$ cat src/rtl/program_loader_pkg.sv
// rtl/program_loader_pkg.sv - frame header constant and loader state encodings
package program_loader_pkg;

    localparam logic [7:0] HDR_BYTE = 8'hA5;

    localparam logic [2:0] ST_IDLE = 3'd0;
    localparam logic [2:0] ST_HDR  = 3'd1;
    localparam logic [2:0] ST_LEN  = 3'd2;
    localparam logic [2:0] ST_DATA = 3'd3;
    localparam logic [2:0] ST_CHK  = 3'd4;
    localparam logic [2:0] ST_DONE = 3'd5;
    localparam logic [2:0] ST_ERR  = 3'd6;

endpackage

$ cat src/rtl/program_loader_if.sv
// rtl/program_loader_if.sv - byte stream in, instruction-memory write port out
interface program_loader_if #(
    parameter int ADDR_WIDTH = 8
);
    logic                  in_valid;
    logic [7:0]            in_data;
    logic                  in_ready;
    logic                  mem_we;
    logic [ADDR_WIDTH-1:0] mem_addr;
    logic [31:0]           mem_wdata;

    modport master (
        output in_valid, in_data,
        input  in_ready, mem_we, mem_addr, mem_wdata
    );

    modport slave (
        input  in_valid, in_data,
        output in_ready, mem_we, mem_addr, mem_wdata
    );
endinterface

$ cat src/rtl/program_loader_byte_assembler.sv
// rtl/program_loader_byte_assembler.sv - packs 4 bytes MSB-first into a word, pulses on completion
module program_loader_byte_assembler (
    input  logic        clk,
    input  logic        rst,
    input  logic        clear,
    input  logic        byte_valid,
    input  logic [7:0]  byte_data,
    output logic [31:0] word,
    output logic        word_valid
);
    logic [1:0]  cnt;
    logic [23:0] shift;

    always_ff @(posedge clk or negedge rst) begin
        if (!rst) begin
            cnt        <= 2'd0;
            shift      <= 24'd0;
            word       <= 32'd0;
            word_valid <= 1'b0;
        end else begin
            word_valid <= 1'b0;
            if (clear) begin
                cnt <= 2'd0;
            end else if (byte_valid) begin
                shift <= {shift[15:0], byte_data};
                cnt   <= cnt + 2'd1;
                // word and strobe land together, one cycle after the 4th byte
                if (cnt == 2'd3) begin
                    word       <= {shift, byte_data};
                    word_valid <= 1'b1;
                end
            end
        end
    end
endmodule

$ cat src/rtl/program_loader.sv
// rtl/program_loader.sv - receives a framed program and writes it into instruction memory
module program_loader
    import program_loader_pkg::*;
#(
    parameter int ADDR_WIDTH = 8,
    parameter int MAX_WORDS  = 255
) (
    input  logic                clk,
    input  logic                rst,
    input  logic                start,
    program_loader_if.slave     bus,
    output logic                cpu_rst,
    output logic                done,
    output logic                error,
    output logic [7:0]          word_count
);
    logic [2:0]            state;
    logic [7:0]            len;
    logic [9:0]            byte_cnt;
    logic [7:0]            chk;
    logic [ADDR_WIDTH-1:0] addr;
    logic                  accept;
    logic                  idle_like;
    logic                  last_byte;
    logic                  word_done;
    logic [31:0]           word;

    assign accept    = bus.in_valid && bus.in_ready;
    assign idle_like = (state == ST_IDLE) || (state == ST_DONE) || (state == ST_ERR);
    assign last_byte = (byte_cnt == ({len, 2'b00} - 10'd1));

    program_loader_byte_assembler u_asm (
        .clk        (clk),
        .rst        (rst),
        .clear      (start && idle_like),
        .byte_valid (accept && (state == ST_DATA)),
        .byte_data  (bus.in_data),
        .word       (word),
        .word_valid (word_done)
    );

    always_ff @(posedge clk or negedge rst) begin
        if (!rst) begin
            state      <= ST_IDLE;
            len        <= 8'd0;
            byte_cnt   <= 10'd0;
            chk        <= 8'd0;
            addr       <= '0;
            word_count <= 8'd0;
        end else begin
            case (state)
                ST_IDLE, ST_DONE, ST_ERR: begin
                    if (start) begin
                        state    <= ST_HDR;
                        byte_cnt <= 10'd0;
                        chk      <= 8'd0;
                        addr     <= '0;
                    end
                end
                ST_HDR: begin
                    // anything other than the header byte is dropped to resynchronise
                    if (accept && bus.in_data == HDR_BYTE)
                        state <= ST_LEN;
                end
                ST_LEN: begin
                    if (accept) begin
                        len <= bus.in_data;
                        if (bus.in_data == 8'd0 || 32'(bus.in_data) > MAX_WORDS) begin
                            state      <= ST_ERR;
                            word_count <= 8'd0;
                        end else begin
                            state <= ST_DATA;
                        end
                    end
                end
                ST_DATA: begin
                    if (accept) begin
                        byte_cnt <= byte_cnt + 10'd1;
                        chk      <= chk ^ bus.in_data;
                        if (last_byte)
                            state <= ST_CHK;
                    end
                end
                ST_CHK: begin
                    if (accept) begin
                        word_count <= len;
                        state      <= (bus.in_data == chk) ? ST_DONE : ST_ERR;
                    end
                end
                default: state <= ST_IDLE;
            endcase
            if (word_done)
                addr <= addr + 1'b1;
        end
    end

    assign bus.in_ready  = (state == ST_HDR) || (state == ST_LEN) ||
                           (state == ST_DATA) || (state == ST_CHK);
    assign bus.mem_we    = word_done;
    assign bus.mem_addr  = addr;
    assign bus.mem_wdata = word;
    assign cpu_rst       = (state != ST_DONE);
    assign done          = (state == ST_DONE);
    assign error         = (state == ST_ERR);
endmodule
$ cat src/flat_wrapper.sv
// flat-port wrapper written by rule: the top's interface ports become plain ports
module program_loader_flat import program_loader_pkg::*;
#(
    parameter int ADDR_WIDTH = 8,
    parameter int MAX_WORDS  = 255
)
  (clk, rst, start, cpu_rst, done, error, word_count, bus_in_valid, bus_in_data, bus_in_ready, bus_mem_we, bus_mem_addr, bus_mem_wdata);
  program_loader_if #(.ADDR_WIDTH(ADDR_WIDTH)) bus_i ();
  input  logic clk;
  input  logic rst;
  input  logic start;
  output logic cpu_rst;
  output logic done;
  output logic error;
  output logic [7:0] word_count;
  input wire logic [$bits(bus_i.in_valid)-1:0] bus_in_valid;
  input wire logic [$bits(bus_i.in_data)-1:0] bus_in_data;
  output wire logic [$bits(bus_i.in_ready)-1:0] bus_in_ready;
  output wire logic [$bits(bus_i.mem_we)-1:0] bus_mem_we;
  output wire logic [$bits(bus_i.mem_addr)-1:0] bus_mem_addr;
  output wire logic [$bits(bus_i.mem_wdata)-1:0] bus_mem_wdata;
  assign bus_i.in_valid = bus_in_valid;
  assign bus_i.in_data = bus_in_data;
  assign bus_in_ready = bus_i.in_ready;
  assign bus_mem_we = bus_i.mem_we;
  assign bus_mem_addr = bus_i.mem_addr;
  assign bus_mem_wdata = bus_i.mem_wdata;
  program_loader #(.ADDR_WIDTH(ADDR_WIDTH), .MAX_WORDS(MAX_WORDS)) u_core (.clk(clk), .rst(rst), .start(start), .bus(bus_i), .cpu_rst(cpu_rst), .done(done), .error(error), .word_count(word_count));
endmodule
$ cat config.mk
export PLATFORM = sky130hd
export DESIGN_NAME = program_loader_flat
export DESIGN_NICKNAME = d
export VERILOG_FILES = /design/src/rtl/program_loader_pkg.sv /design/src/rtl/program_loader_if.sv /design/src/rtl/program_loader_byte_assembler.sv /design/src/rtl/program_loader.sv /design/src/flat_wrapper.sv
export SDC_FILE = /design/constraint.sdc
export NUM_CORES = 1
export LEC_CHECK = 0
export CAP_MARGIN = 40
export CORE_ASPECT_RATIO = 0.5
export CORE_MARGIN = 2
export CORE_UTILIZATION = 45
export CTS_CLUSTER_DIAMETER = 120
export CTS_CLUSTER_SIZE = 10
export DETAILED_ROUTE_END_ITERATION = 10
export GPL_ROUTABILITY_DRIVEN = 0
export PLACE_DENSITY = 0.74
export SLEW_MARGIN = 20
export SYNTH_ARGS = -nofsm -noshare
export SYNTH_HDL_FRONTEND = slang
export SYNTH_SLANG_ARGS = --single-unit
$ cat constraint.sdc
create_clock -name clk -period 3 [get_ports clk]
set_clock_uncertainty 0.1 [all_clocks]
set_input_delay 0.75 -clock clk [delete_from_list [all_inputs] [get_ports clk]]
set_output_delay 0.75 -clock clk [all_outputs]
set_load 0.02 [all_outputs]
==> flow_metrics.py <==
metrics = {
    "outcome": {
        "run_status": "complete, no violations",
    },
    "route": {
        "routedWlPerCell_um": 15.2,
        "first_iter_violations": 285,
        "drc": 0,
        "postRouteAntennaNets": 0,
        "routed_wl_um": 10300,
        "drt_pass1_iterations": 4,
        "routed_via_density": 5.22,
        "num_vias": 3529,
    },
    "sta": {
        "fin_crit_ps": 2760,
        "tns_ps": 0,
        "final-hold-violation-count": 0,
        "fmax_ghz": 0.363,
        "final.setup.worst_slack_ps": 245,
        "hold_ws_ps": 356,
        "slew_headroom_pct": 53.2,
        "min_period_over_period_pct": 91.8,
        "worst_pin_slew_ps": 701,
        "rsz0062_at_grt": "no",
        "slew_viol_final": 0,
        "setup_viol": 0,
    },
    "global_route": {
        "antenna_found_initial": 0,
        "grtUsageTotal_pct": 19.1,
        "grt_max_degree": 54,
        "grt_overflow": 0,
        "grt_pass1_wl_um": 17300,
        "grt_pass1_vias": 3490,
    },
    "floorplanning": {
        "initial_core_util_pct": 46.5,
        "die_area_sq_um": 11500,
        "boundaryPins": 65,
        "fp-row-count": 26,
        "core_area_sq_um": 10200,
        "die_w_um": 149,
        "die_h_um": 76.7,
    },
    "flow_run": {
        "drv_cap": 0,
    },
    "synth": {
        "netlist_instances": 461,
        "synth_most_common_cell": "nand2_1",
        "ys_seq_area_share_pct": 54.7,
        "synth_ff_type": "dfrtp_1",
        "synth_edf_count": 0,
        "ys_warn_count": 0,
        "synth_area_leaders": "dfrtp_1 (55%), mux2_2 (9.2%), nand2_1 (8.9%)",
        "synth_nets": 477,
        "synth.largest_area_cell": "dfrtp_1",
        "synth_cell_type_count": 54,
        "async_flop_share_pct": 100,
        "netlist_area_sq_um": 4760,
        "synth_common_cells": "nand2_1 (113), dfrtp_1 (104), o21ai_0 (41), mux2_2 (39), nor2_1 (20)",
        "synth_top_area_share_pct": 54.7,
        "ys_ff_latch": 104,
        "syn_area_per_cell_sq_um": 10.3,
    },
    "cells_and_area": {
        "final_cells": 676,
        "num_antenna_cells": 0,
        "layout-drive-gt1-share_pct": 14.9,
        "n_fill_cell": 856,
        "final_util_pct": 57.8,
        "multiInputGateArea_sq_um": 2020,
        "nets": 547,
        "syn_to_final_growth_pct": 24.4,
        "fin_area_sq_um": 5920,
        "seq_area_sq_um": 2600,
    },
    "worst_setup_path": {
        "critPathCaptureType": "primary output",
        "crit_fanout": 9,
        "cp.required_ps": 2150,
        "worstPathArrival_ps": 1910,
        "startpoint_type": "register",
        "crit_type": "register to primary output",
    },
    "power": {
        "power_density_nw_per_um2": 911,
        "p_int_mw": 3.51,
        "power_switching_share_pct": 34.8,
        "p_switching_mw": 1.88,
        "power_frac_seq_pct": 42.7,
        "ir_drop_mv": 0.432,
        "power_frac_clock_pct": 21.9,
        "p_comb_share_pct": 35.4,
        "power_mw": 5.39,
        "power_leakage_nw": 2.65,
    },
    "clocking": {
        "postCtsSetupBuffers": 0,
        "cts_resized": 0,
        "cts_root_buffer": "clkbuf_16",
        "cts_sinks": 104,
        "cts_hold_buf": 0,
        "clockBufferDepth": 2,
        "cts_tree": "built",
        "clkTransAtPathRegs_ps": 70,
        "clock_latency_ps": 340,
        "ctsHtreeMaxLevel": 3,
        "cts-buffers-inserted": 9,
    },
    "placement": {
        "post-dp-hpwl_um": 7020,
        "port_buffers": 64,
        "postPlaceCellArea_sq_um": 5630,
        "dp_cells": 660,
        "post-place-ws_ps": 280,
    },
    "hold_path": {
        "hold_path_class": "input pin to asynchronous set/reset pin",
    },
}
## worst paths after layout
path	slack (ps)	end	cells past startpoint	start
worst max-delay path	240	bus_in_ready	3	u_core.state[1]
worst min-delay path	360	u_core.u_asm.word[28]	1	rst
worst max register to register	700	u_core.state[1]	8	u_core.len[0]
worst min register to register	380	u_core.u_asm.shift[22]	2	u_core.u_asm.shift[22]
max in group asynchronous	1840	u_core.word_count[0]	2	rst
min in group clk	380	u_core.u_asm.shift[22]	2	u_core.u_asm.shift[22]
## placed cells by master (no fill, tap or decap), types with 2 or more instances in the layout
cell,n
xor2_1,10
nor3_1,5
and2_1,3
nand4_1,2
nor3b_1,3
mux2_2,39
and3_1,5
inv_6,2
buf_12,3
o22ai_1,3
or3_1,2
clkbuf_16,9
o21ai_0,41
xnor2_1,12
dfrtp_1,104
nor4_1,3
nand3_1,8
nand2_1,113
clkdlybuf4s50_1,63
clkbuf_1,2
a21oi_1,6
buf_4,15
mux2i_1,2
ha_1,4
nand2b_1,9
nor2_1,20
nor2b_1,7
inv_1,8
clkinvlp_4,2
o2111ai_1,2
nand3b_1,2
## cells by family after synthesis
group | share of synthesized area, %
AO/OA/AOI/OAI | 8.80
XOR/XNOR | 4.39
adder cells (fa/ha/maj) | 1.05
buffers and inverters | 3.02
flip-flops | 54.7
multiplexers | 9.64
AND/OR/NAND/NOR | 18.4
## flip-flops by register name (all words and copies together), names as in the netlist
signal	cells
u_core.word_count	8
u_core.len	8
u_core.u_asm.cnt	2
u_core.u_asm.word	32
u_core.chk	8
u_core.byte_cnt	10
u_core.u_asm.word_valid	1
u_core.bus.mem_addr	8
u_core.u_asm.shift	24
u_core.state	3
## power groups by stage
stage	Clock, mW	Combinational (mW)	Sequential, mW
floorplan	0	0.916	2.51
global placement	0	1.87	2.31
detailed placement	0	1.92	2.32
CTS	1.20	1.93	2.30
global route	1.26	2.08	2.38
finish	1.18	1.91	2.30
## cell type report
cell class,instances,share of cell area (%)
clock inverter,5,1.06
multi-input combinational,327,34.0
sequential,104,43.9
inverter,8,0.507
clock buffer,11,3.93
tap,140,2.96
timing repair buffer,81,13.6
## worst max-delay path, cell delays in order, from the launching register on
cell and delay (ps):
dfrtp_1 480, nor2_2 240, xnor2_1 190, clkdlybuf4s50_1 660
## routing by layer
metal	share of wire (%)	track usage [%]	vias to the layer above	wire length, um
met5	0	0	-	0
met4	0.82	4.29	0	84
met3	3.7	4.35	6	383
met2	47	29.9	64	4840
met1	48	27.3	1753	4970
li1	-	-	1706	-
(Power assumes the default switching activity.)
